<file path="src/rtl/usb_stream_frame_bridge.sv">
// Turns the host bulk OUT byte stream into framed, CMD-tagged word writes.
// Each completed frame is answered with an ACK byte, and each rejected command with a NAK byte, on the bulk IN port.
module usb_stream_frame_bridge #(
    parameter int          DATA_WIDTH     = 32,
    parameter logic [7:0]  SYNC0          = 8'hAA,
    parameter logic [7:0]  SYNC1          = 8'hFF,
    parameter int          NUM_CMDS       = 2,
    parameter int          ACK_EN         = 1,
    parameter int          TIMEOUT_CYCLES = 0
) (
    input  logic                  clk_i,
    input  logic                  reset_n_i,
    input  logic [7:0]            out_data_i,
    input  logic                  out_valid_i,
    output logic                  out_ready_o,
    output logic [7:0]            in_data_o,
    output logic                  in_valid_o,
    input  logic                  in_ready_i,
    output logic [DATA_WIDTH-1:0] word_data_o,
    output logic [7:0]            word_cmd_o,
    output logic                  word_last_o,
    output logic                  word_valid_o,
    input  logic                  word_ready_i,
    output logic                  frame_err_o,
    output logic                  usb_led_o,
    output logic [2:0]            dbg_state_o
);

    // Handshakes: a transfer happens on a rising edge where valid and ready are both 1.
    // A valid side holds its payload stable until that transfer.

    localparam int BYTES = DATA_WIDTH / 8;
    localparam int BCW   = (BYTES > 1) ? $clog2(BYTES) : 1;
    localparam int TCW   = (TIMEOUT_CYCLES > 1) ? $clog2(TIMEOUT_CYCLES) : 1;
    localparam logic [BCW-1:0] BYTE_LAST = BCW'(BYTES - 1);
    localparam logic [TCW-1:0] IDLE_LIM  = TCW'((TIMEOUT_CYCLES > 0) ? TIMEOUT_CYCLES - 1 : 0);

    typedef enum logic [2:0] {
        S_HUNT0 = 3'd0,
        S_HUNT1 = 3'd1,
        S_CMD   = 3'd2,
        S_LEN   = 3'd3,
        S_DATA  = 3'd4,
        S_ACK   = 3'd5
    } state_t;

    state_t                r_state;
    state_t                w_next;
    logic                  r_alive;
    logic [7:0]            r_cmd;
    logic [8:0]            r_words_left;
    logic [BCW-1:0]        r_byte_cnt;
    logic [TCW-1:0]        r_idle;
    logic [DATA_WIDTH-1:0] r_shift;
    logic [DATA_WIDTH-1:0] r_word_data;
    logic [7:0]            r_word_cmd;
    logic                  r_word_last;
    logic                  r_word_valid;
    logic [7:0]            r_in_data;
    logic                  r_in_valid;
    logic                  r_frame_err;
    logic                  r_led;

    logic                  w_accept;
    logic                  w_timed;
    logic                  w_cmd_ok;
    logic                  w_word_hs;
    logic                  w_status_hs;
    logic                  w_timeout;
    logic [DATA_WIDTH-1:0] w_shift_next;
    logic                  w_latch_cmd;
    logic                  w_bad_cmd;
    logic                  w_latch_len;
    logic                  w_shift;
    logic                  w_word_done;
    logic                  w_send_ack;
    logic                  w_send_nak;

    // r_alive keeps out_ready_o low during reset and for the first cycle after it.
    assign out_ready_o  = r_alive && !r_word_valid && !r_in_valid;
    assign w_accept     = out_valid_i && out_ready_o;
    assign w_timed      = (r_state == S_CMD) || (r_state == S_LEN) || (r_state == S_DATA);
    assign w_cmd_ok     = (out_data_i != 8'd0) && (out_data_i <= 8'(NUM_CMDS));
    assign w_word_hs    = r_word_valid && word_ready_i;
    assign w_status_hs  = r_in_valid && in_ready_i;
    assign w_timeout    = (TIMEOUT_CYCLES > 0) && w_timed && !w_accept && !r_word_valid
                          && (r_idle == IDLE_LIM);
    assign w_shift_next = DATA_WIDTH'({r_shift, out_data_i});

    always_ff @(posedge clk_i or negedge reset_n_i) begin
        if (!reset_n_i) r_state <= S_HUNT0;
        else            r_state <= w_next;
    end

    always_comb begin
        w_next = r_state;
        case (r_state)
            S_HUNT0: if (w_accept && out_data_i == SYNC0) w_next = S_HUNT1;
            S_HUNT1: begin
                if (w_accept) begin
                    if (out_data_i == SYNC1)      w_next = S_CMD;
                    else if (out_data_i != SYNC0) w_next = S_HUNT0;
                end
            end
            S_CMD: begin
                if (w_timeout)     w_next = S_HUNT0;
                else if (w_accept) w_next = w_cmd_ok ? S_LEN : S_HUNT0;
            end
            S_LEN: begin
                if (w_timeout)     w_next = S_HUNT0;
                else if (w_accept) w_next = S_DATA;
            end
            S_DATA: begin
                if (w_timeout)                      w_next = S_HUNT0;
                else if (w_word_hs && r_word_last)  w_next = (ACK_EN != 0) ? S_ACK : S_HUNT0;
            end
            S_ACK:   if (w_status_hs) w_next = S_HUNT0;
            default: w_next = S_HUNT0;
        endcase
    end

    always_comb begin
        w_latch_cmd = (r_state == S_CMD) && w_accept && w_cmd_ok;
        w_bad_cmd   = (r_state == S_CMD) && w_accept && !w_cmd_ok;
        w_latch_len = (r_state == S_LEN) && w_accept;
        w_shift     = (r_state == S_DATA) && w_accept;
        w_word_done = w_shift && (r_byte_cnt == BYTE_LAST);
        w_send_ack  = (r_state == S_DATA) && w_word_hs && r_word_last && (ACK_EN != 0);
        w_send_nak  = w_bad_cmd && (ACK_EN != 0);
    end

    always_ff @(posedge clk_i or negedge reset_n_i) begin
        if (!reset_n_i) begin
            r_alive      <= 1'b0;
            r_cmd        <= 8'h00;
            r_words_left <= 9'd0;
            r_byte_cnt   <= '0;
            r_idle       <= '0;
            r_shift      <= '0;
            r_word_data  <= '0;
            r_word_cmd   <= 8'h00;
            r_word_last  <= 1'b0;
            r_word_valid <= 1'b0;
            r_in_data    <= 8'h00;
            r_in_valid   <= 1'b0;
            r_frame_err  <= 1'b0;
            r_led        <= 1'b0;
        end else begin
            r_alive     <= 1'b1;
            r_frame_err <= w_bad_cmd || w_timeout;

            if (!w_timed || w_accept || r_word_valid) r_idle <= '0;
            else                                       r_idle <= r_idle + 1'b1;

            if (w_latch_cmd) begin
                r_cmd <= out_data_i;
                r_led <= 1'b1;
            end

            // A LEN byte of zero selects the full 256-word frame.
            if (w_latch_len) begin
                r_words_left <= (out_data_i == 8'd0) ? 9'd256 : {1'b0, out_data_i};
                r_byte_cnt   <= '0;
            end

            if (w_shift) begin
                r_shift <= w_shift_next;
                if (w_word_done) begin
                    r_word_data  <= w_shift_next;
                    r_word_cmd   <= r_cmd;
                    r_word_last  <= (r_words_left == 9'd1);
                    r_word_valid <= 1'b1;
                    r_words_left <= r_words_left - 9'd1;
                    r_byte_cnt   <= '0;
                end else begin
                    r_byte_cnt   <= r_byte_cnt + 1'b1;
                end
            end else if (w_word_hs) begin
                r_word_valid <= 1'b0;
            end

            if (w_timeout) r_byte_cnt <= '0;

            if (w_send_ack) begin
                r_in_data  <= 8'h06;
                r_in_valid <= 1'b1;
            end else if (w_send_nak) begin
                r_in_data  <= 8'h15;
                r_in_valid <= 1'b1;
            end else if (w_status_hs) begin
                r_in_valid <= 1'b0;
            end
        end
    end

    assign in_data_o    = r_in_data;
    assign in_valid_o   = r_in_valid;
    assign word_data_o  = r_word_data;
    assign word_cmd_o   = r_word_cmd;
    assign word_last_o  = r_word_last;
    assign word_valid_o = r_word_valid;
    assign frame_err_o  = r_frame_err;
    assign usb_led_o    = r_led;
    assign dbg_state_o  = r_state;

endmodule

</file>
<file path="config.mk">
export PLATFORM = sky130hd
export DESIGN_NAME = usb_stream_frame_bridge
export DESIGN_NICKNAME = d
export VERILOG_FILES = /design/src/rtl/usb_stream_frame_bridge.sv
export SDC_FILE = /design/constraint.sdc
export NUM_CORES = 1
export LEC_CHECK = 0
export ABC_AREA = 1
export CORE_MARGIN = 3
export CORE_UTILIZATION = 55
export DETAILED_ROUTE_END_ITERATION = 7
export DONT_BUFFER_PORTS = 1
export PLACE_DENSITY = 0.73
export SLEW_MARGIN = 30
export SYNTH_ARGS = -nofsm -noshare
export SYNTH_HDL_FRONTEND = slang
export SYNTH_SLANG_ARGS = --single-unit
</file>
<file path="constraint.sdc">
create_clock -name clk_i -period 1.5 [get_ports clk_i]
set_input_delay 0.3 -clock clk_i [delete_from_list [all_inputs] [get_ports clk_i]]
set_output_delay 0.3 -clock clk_i [all_outputs]
set_load 0.01 [all_outputs]
</file>
Word level (Yosys, flattened, before mapping)
Cells that the tools add are included.
{"block": "op_classes", "n_addsub": 2, "magnitude_cmp": 1, "n_eq_ne": 18, "muxes": 25, "n_reduce_logical": 29}
{"op": "2-to-1 mux 9 bit", "n": 4}
{"op": "2-to-1 mux 3 bit", "n": 8}
{"op": "case mux 3 bit (6 select lines)", "n": 1}
{"op": "== test 8 bit (second input constant)", "n": 2}
{"op": "logical AND 1 bit", "n": 16}
{"op": "2-to-1 mux 8 bit", "n": 2}
{"op": "!= test 2 bit (second input constant)", "n": 6}
{"op": "== test 9 x 1 -> 1 bit (second input constant)", "n": 1}
{"op": "subtractor 9 x 1 -> 9 bit (second input constant)", "n": 1}
{"op": "<= comparator 8 x 2 -> 1 bit (second input constant)", "n": 1}
{"op": "logical NOT 8 bit", "n": 1}
{"op": "2-to-1 mux 2 bit", "n": 4}
{"op": "!= test 8 bit (second input constant)", "n": 1}
{"op": "nonzero test 8 bit", "n": 1}
{"op": "AND reduction 7 bit", "n": 1}
{"op": "== test 3 x 2 -> 1 bit (second input constant)", "n": 2}
{"op": "== test 3 bit (second input constant)", "n": 2}
{"op": "2-to-1 mux 1 bit", "n": 6}
{"op": "nonzero test 2 bit", "n": 3}
{"op": "AND reduction 2 bit", "n": 2}
{"op": "== test 3 x 1 -> 1 bit (second input constant)", "n": 1}
{"op": "logical NOT 1 bit", "n": 3}
{"op": "logical NOT 3 bit", "n": 1}
{"op": "!= test 3 bit (second input constant)", "n": 1}
{"op": "other kinds (4)", "n": 4}
{"block": "word_totals", "reg_bits": 100, "inputBits": 13, "word_cells": 89}

Depth between registers and ports, before layout
Gate-level depths: netlist of run 1.
{"block": "logic_depth", "depth_word": 8, "ltp_mapped": 10, "depth_no_buf": 9}

Worst setup path after synthesis of run 1
No wires, ideal clock.
{"block": "synth_path", "kind": "reg-to-reg", "start": "reg r_word_valid, in the netlist word_valid_o", "end": "reg r_words_left[7]", "setup_time_ns": 0.123, "arrival_ns": 1.430, "required_ns": 1.377, "setup_slack_ns": -0.053, "path_stages_with_launch": 11, "period_less_slack_ns": 1.553, "path_cell_list": "dfrtp_1 > inv_1 > nand2_1 > nor2_2 > nand2_2 > nor2_8 > nand2_2 > buf_6 > buf_6 > o21ai_0 > nand2_1"}
{"block": "synth_via", "elab_chain_cells": 8}
{"item": "from (decl)", "line": "58", "text": "logic r_word_valid;"}
{"item": "from (signal assigned)", "line": "143", "text": "r_word_valid <= 1'b0;"}
{"item": "from (signal assigned)", "line": "172", "text": "r_word_valid <= 1'b1;"}
{"item": "from (signal assigned)", "line": "179", "text": "r_word_valid <= 1'b0;"}
{"item": "logical NOT 1 bit *", "line": "80", "text": "assign out_ready_o = r_alive && !r_word_valid && !r_in_valid;"}
{"item": "logical AND 1 bit * (2 in a row)", "line": "80"}
{"item": "named net out_ready_o", "line": "15", "text": "output logic out_ready_o,"}
{"item": "logical AND 1 bit *", "line": "81", "text": "assign w_accept = out_valid_i && out_ready_o;"}
{"item": "logical AND 1 bit, on equally long branches", "line": "125, 126"}
{"item": "2-to-1 mux 9 bit / logical AND 1 bit (equally long branches)", "line": "161, 127"}
{"item": "2-to-1 mux 9 bit", "line": "168", "text": "if (w_word_done) begin"}
{"item": "2-to-1 mux 9 bit *", "line": "166", "text": "if (w_shift) begin"}
{"item": "to (signal assigned)", "line": "162", "text": "r_words_left <= (out_data_i == 8'd0) ? 9'd256 : {1'b0, out_data_i};"}
{"item": "to (signal assigned)", "line": "173", "text": "r_words_left <= r_words_left - 9'd1;"}
{"item": "to (decl)", "line": "51", "text": "logic [8:0] r_words_left;"}
Mark *: on every way through the listed nets, which the timed path passes. The rest lies on a longest branch.
A chain may end at the register's enable or synchronous reset.

Final worst setup path of run 1
{"block": "layout_path", "start": "reg r_word_valid, in the netlist word_valid_o", "end": "reg r_word_data[14], in the netlist word_data_o[14]"}
{"block": "layout_via", "elab_chain_cells": 7}
{"item": "logical NOT 1 bit *", "line": "80"}
{"item": "logical AND 1 bit * (2 in a row)", "line": "80"}
{"item": "logical AND 1 bit *", "line": "81"}
{"item": "logical AND 1 bit *", "line": "126", "text": "w_shift = (r_state == S_DATA) && w_accept;"}
{"item": "logical AND 1 bit", "line": "127", "text": "w_word_done = w_shift && (r_byte_cnt == BYTE_LAST);"}
{"item": "AND reduction 2 bit (no line) *"}
{"item": "to (signal assigned)", "line": "169", "text": "r_word_data <= w_shift_next;"}
{"item": "to (decl)", "line": "55", "text": "logic [DATA_WIDTH-1:0] r_word_data;"}
Every way passes the cells marked *; elsewhere a longest branch is shown, timed or not.

==> summary.md, run 1 <==
| Metric | Value |
|---|---|
| Final critical-path setup slack | -5.66 ps |
| # setup viols final | 3 |
| Critical path launch point | word_valid_o$_DFFE_PN0P_ |
| Grt ovf | 0 |
| Final min period | 1510 ps |
| Rows | 31 |
| Crit. End Element | flop |
| Die H | 93.9 um |
| H-tree levels | 3 |
| Final #Nets | 512 |
| GR Util met1 | 29.4% |
| Worst EP required | 1750 ps |
| DR pass1 iterations | 5 |
| Gate power share | 20.9% |
| Dominant cell type by area after synthesis | dfrtp_1 |
| Antenna violations before repair | 0 |
| Total wire length | 9290 um |
| Sequential cell area | 2380 sq um |
| Most instantiated library cell after synthesis | nand2_1 |
| Clock share of power | 25.3% |
| 1st-iter DRT viols | 234 |
| DR vias | 3137 |
| HP Class | in -> async |
| Num CTS Buffers | 9 |
| Failing checks | negative hold slack, negative setup slack |
| Port Buf Inserts | 0 |
| Layout cells sized above 1 | 17.6% |
| Startpoint Class | flop |
| Sink Count | 95 |
| Total negative slack | -15.8 ps |
| Synth Warn # | 0 |
| Post-DP Area | 4390 sq um |
| Most used DFF post-synth | dfrtp_1 |
| Unrepaired setup endpoints after global routing | true |
| First-pass GRT wire length | 14700 um |
| CP Max Fanout | 27 |
| Crit Path Category | reg -> reg |
| Synth async-reset ratio | 100% |
| Global route hottest layer | met2 |
| DRC violations left | 0 |
| Layout area overhead | 11.2% |
| Core area | 7370 sq um |
| Sw Share | 32.2% |
| I/O pin count | 70 |
| WP data arrival | 1760 ps |
| Reg-to-reg startpoint | word_valid_o$_DFFE_PN0P_ |
| Fin crit share | 100% |
| Fmax | 664 MHz |
| Final Hold Viols | 95 |
| Gr usage total | 21.7% |
| Largest net degree at the start of global routing | 96 |
| Synth top cells by count | nand2_1 (157), dfrtp_1 (95), inv_1 (52) |
| Syn Area/Cell | 8.82 sq um |
| Initial Util | 57.7% |
| Pwr Density | 1300 nW/um^2 |
| Sequential Power Share | 53.8% |
| FILL cells | 609 |
| Drt wl/cell | 15.5 um |
| HPWL Detailed | 6150 um |
| Clock Skew | 7.10 ps |
| Post-Syn Area | 4250 sq um |
| PnR Total Power | 6.14 mW |
| Worst-skew pair later-pin latency | 350 ps |
| CTS tree | yes |
| Status | finished with violations |
| Sequential share of the synthesized area | 55.9% |
| Max-cap violation count | 0 |
| CTS max path bufs | 2 |
| Place WS | 27.0 ps |
| Root buf cell | clkbuf_8 |
| Hold_ws | -368 ps |
| ANT nets after route | 0 |
| Multi-input logic area | 1570 sq um |
| Peak VDD IR | 0.633 mV |
| Count of cell types in the netlist | 30 |
| Top cells by area, synth | dfrtp_1 (56%), nand2_1 (14%), o21ai_0 (4.7%) |
| Antenna cells | 0 |
| Share of the synthesized area in the top cell type | 55.9% |
| Static leakage | 2.45 nW |
| Vias in the first global route | 3006 |
| GR Util met3 | 6.81% |
| Post-synth EDFFs | 0 |
| Clock-pin slew on the worst setup and hold paths | 90 ps |
| Die X | 93.9 um |
| Die area | 8820 sq um |
| Vias per cell | 5.24 |
| GP Congestion | 0.900 |
| Sw Pwr | 1.98 mW |
| Synth Register Bits | 95 |
| Grt met2 use | 32.8% |
| Int Power | 4.16 mW |
| Slew Limit Fails | 0 |
| Cells after Synth | 482 |
| Design Area, Final | 4720 sq um |
-- state kept, by name (all words and copies together), names as in the netlist --
register and flops:
r_shift 24, frame_err_o 1, usb_led_o 1, dbg_state_o 3
word_cmd_o 8, r_alive 1, r_byte_cnt 2, in_data_o 3
word_last_o 1, r_words_left 9, word_data_o 32, word_valid_o 1
in_valid_o 1, r_cmd 8
-- stage by stage --
stage | instances | util, %
final | 599 | 64.1
after global routing | 599 | 64.1
after CTS | 595 | 62.0
after detailed placement | 580 | 59.5
after global placement | 580 | 59.5
after floorplan | 485 | -
-- path summary, 6_finish.rpt --
| check | slack [ps] | cells after the start | end |
|---|---|---|---|
| setup / recovery | -6 | 9 | word_data_o[14]$_DFFE_PN0P_ |
| hold reg to reg | 470 | 2 | word_data_o[27]$_DFFE_PN0P_ |
| setup reg to reg | -6 | 9 | word_data_o[14]$_DFFE_PN0P_ |
| min in group clk_i | 40 | 1 | in_valid_o$_DFFE_PN0P_ |
| hold / removal | -370 | 0 | word_data_o[24]$_DFFE_PN0P_ |
| max in group asynchronous | 1710 | 0 | dbg_state_o[0]$_DFFE_PN0P_ |
-- cell families after synthesis --
logic type	share of synthesized area (%)
xor gates and xnor gates	0.618
DFF	55.9
buffers and inverters	8.83
and+or+nand+nor	22.2
adders and majority gates	0.883
other	0.177
AOI/OAI and AO/OA	11.3
-- layout by cell type (no fill, tap or decap) --
| master | count |
|---|---|
| a21o_1 | 1 |
| buf_12 | 2 |
| buf_16 | 1 |
| buf_4 | 14 |
| buf_8 | 1 |
| clkbuf_16 | 3 |
| clkbuf_8 | 11 |
| clkinv_2 | 1 |
| clkinvlp_4 | 2 |
| conb_1 | 5 |
| dfrtp_1 | 93 |
| dfrtp_2 | 2 |
| ha_1 | 3 |
| inv_1 | 49 |
| inv_2 | 3 |
| inv_6 | 2 |
| nand2_1 | 149 |
| nand2_2 | 8 |
| nand2_4 | 2 |
| nand2_8 | 1 |
| nand3_1 | 19 |
| nand3_2 | 2 |
| nand4_1 | 1 |
| nor2_1 | 34 |
| nor2_2 | 6 |
| nor2_4 | 2 |
| nor2_8 | 1 |
| nor3_1 | 3 |
| o211ai_2 | 2 |
| o21a_1 | 1 |
| o21ai_0 | 37 |
| o21ai_1 | 12 |
| o21ai_2 | 21 |
| o22ai_2 | 1 |
| o31ai_1 | 1 |
| or2_1 | 1 |
| xor2_1 | 3 |
-- power by group through the flow --
stage / Clock, mW / Combinational [mW] / Sequential [mW]
floorplan: 0 / 0.925 / 3.28
global placement: 0 / 1.18 / 3.32
detailed placement: 0 / 1.23 / 3.35
CTS: 1.58 / 1.24 / 3.30
global route: 1.69 / 1.46 / 3.36
finish: 1.56 / 1.28 / 3.30
-- per-layer routing --
metal | part of all wire [%] | wire length [um]
met2 | 47 | 4400
met5 | 0 | 0
met4 | 2.0 | 183
met3 | 8.6 | 800
met1 | 42 | 3900
-- timing repair --
| action | 4_1_cts | 5_1_grt |
|---|---|---|
| gates resized for setup | 0 | 30 |
| setup buffers | 0 | 1 |
| endpoints found under the hold margin | 95 | 95 |
| setup endpoints to repair | 0 | 66 |
-- worst max-delay path: stages, from the launching register on --
cell and delay (ps):
dfrtp_1 400, inv_2 70, nand2_2 60, nor2_4 140, nand2_4 90, nor2_8 160
nand2_8 120, clkbuf_16 230, nand2_1 90, o21ai_2 50
-- final cells by class --
cell class	count	share of cell area (%)
flip-flops and latches	95	50.4
well taps	99	2.62
inverters	53	4.32
repair buffers	21	5.56
multi-input cells	316	33.3
clock buffers	11	3.20
clock inverters	4	0.609
(Power assumes the default switching activity.)
==> run 2: changes to the inputs <==
- CORE_ASPECT_RATIO: default -> 1.4
- PLACE_DENSITY: 0.73 -> 0.7
- clock period: 1.5 -> 1.65 ns (I/O delays scaled with it)
==> summary.md, run 2 (synthesized netlist as in run 1, its figures left out) <==
| Metric | Value |
|---|---|
| Antenna cells | 0 |
| Failing checks | negative hold slack |
| Final Hold Viols | 95 |
| Max reg flops | 32 |
| Sw Share | 31.5% |
| Crit path buf inv count | 1 |
| Most common cell after layout, fill and taps aside | nand2_1 |
| Clock Skew | 7.84 ps |
| HP Class | in -> async |
| Core Util, Final | 61.2% |
| Fin crit share | 95.7% |
| Sink Count | 95 |
| Worst EP required | 1900 ps |
| CP Max Fanout | 42 |
| ANT nets after route | 0 |
| 1st-iter DRT viols | 139 |
| Slew Limit Fails | 0 |
| Critical path's slowest cell | dfrtp_1 |
| Crit-path cells | nor2_4 > nand2_4 > nor2_8 > nand2_4 > buf_12 > nand2_1 > o21ai_2 |
| Initial Util | 57.0% |
| Layout area overhead | 7.33% |
| Unrepaired setup endpoints after global routing | true |
| DRC violations left | 0 |
| CP peak stage delay | 480 ps |
| Crit-path leading delay family | simple AND/OR/NAND/NOR gates |
| CP most frequent cell | nand2_4 |
| Antenna violations before repair | 0 |
| Total negative slack | 0 ps |
| DR pass1 iterations | 4 |
| GP Congestion | 0.848 |
| Total wire length | 8810 um |
| Place WS | 63.1 ps |
| Most frequent cells in the layout | nand2_1 (157), dfrtp_1 (95), inv_1 (52), o21ai_0 (40), nor2_1 (37) |
| Fin cells | 591 |
| DR vias | 3026 |
| Startpoint Class | flop |
| # setup viols final | 0 |
| Final min period | 1580 ps |
| HPWL Detailed | 6310 um |
| Clock share of power | 27.1% |
| Design Area, Final | 4560 sq um |
| Placed cells | 575 |
| Sw Pwr | 1.76 mW |
| Vias per cell | 5.12 |
| WP data arrival | 1830 ps |
| Sequential Power Share | 53.8% |
| Largest net degree at the start of global routing | 96 |
| Vias in the first global route | 2906 |
| Post-DP Area | 4340 sq um |
| Die area | 8830 sq um |
| First-pass GRT wire length | 14200 um |
| Die X | 80.3 um |
| Max-cap violation count | 0 |
| Reg-to-reg slack, setup | 70 ps |
| Port Buf Inserts | 0 |
| Static leakage | 2.41 nW |
| H-tree levels | 3 |
| PnR Total Power | 5.59 mW |
| Hold_ws | -346 ps |
| Status | finished with violations |
| Crit Path Category | reg -> reg |
| Core area | 7450 sq um |
| Rows | 37 |
| Peak VDD IR | 0.803 mV |
| Drt wl/cell | 14.9 um |
| Gr usage total | 21.3% |
| Pwr Density | 1230 nW/um^2 |
| CTS tree | yes |
| Final critical-path setup slack | 70.8 ps |
| Die H | 110 um |
| Fmax | 633 MHz |
| Final #Nets | 505 |
| Num CTS Buffers | 9 |
| Int Power | 3.83 mW |
| Worst-skew pair later-pin latency | 360 ps |
| Root buf cell | clkbuf_8 |
| Clock-pin slew on the worst setup and hold paths | 90 ps |
| Crit. End Element | flop |
| CTS max path bufs | 2 |
| Layout cells sized above 1 | 13.0% |
| Grt ovf | 0 |
| Post-CTS Setup Bufs | 0 |
| Gate power share | 19.1% |
| I/O pin count | 70 |
-- run 2: changes by cell type in the layout (fill, tap and decap cells not counted), sizes merged --
cell / delta
clkinv: -1
buf: -4
clkbuf: -1
-- run 2: final timing paths --
kind                                       startpoint                           to  cells past startpoint
setup / recovery           dbg_state_o[0]$_DFFE_PN0P_  word_data_o[10]$_DFFE_PN0P_                      7
hold / removal                              reset_n_i     in_data_o[2]$_DFFE_PN0P_                      0
setup reg to reg           dbg_state_o[0]$_DFFE_PN0P_  word_data_o[10]$_DFFE_PN0P_                      7
hold reg to reg               r_shift[16]$_DFFE_PN0N_  word_data_o[24]$_DFFE_PN0P_                      2
max in group asynchronous                   reset_n_i    word_cmd_o[2]$_DFFE_PN0P_                      0
min in group clk_i                         in_ready_i       in_valid_o$_DFFE_PN0P_                      1
-- run 2: cell type report --
type                    count  area (sq um)
flip-flops and latches     95          2380
multi-input cells         316          1520
clock buffers              13           179
inverters                  53           201
well taps                  97           121
repair buffers             14           138
fillers                   683          2890
clock inverters             3          23.8
-- run 2: power groups by stage --
stage	Sequential (mW)	Combinational, mW	Clock, mW
after floorplan	2.98	0.839	0
after global placement	3.04	1.03	0
after detailed placement	3.05	1.07	0
after CTS	3.01	1.07	1.56
after global routing	3.06	1.24	1.64
final	3.01	1.07	1.52
-- run 2: timing repair --
action	4_1_cts	5_1_grt
hold endpoints to repair	95	95
endpoints found under the setup margin	0	27
gates resized for setup	0	6
-- run 2: metal layers --
layer / wire length (um) / up-vias / GRT usage [%] / share of wire (%)
li1: - / 1510 / - / -
met1: 3800 / 1431 / 27.0 / 43
met2: 4170 / 74 / 33.5 / 47
met3: 678 / 11 / 7.40 / 7.7
met4: 153 / 0 / 8.82 / 1.7
met5: 0 / - / 0 / 0
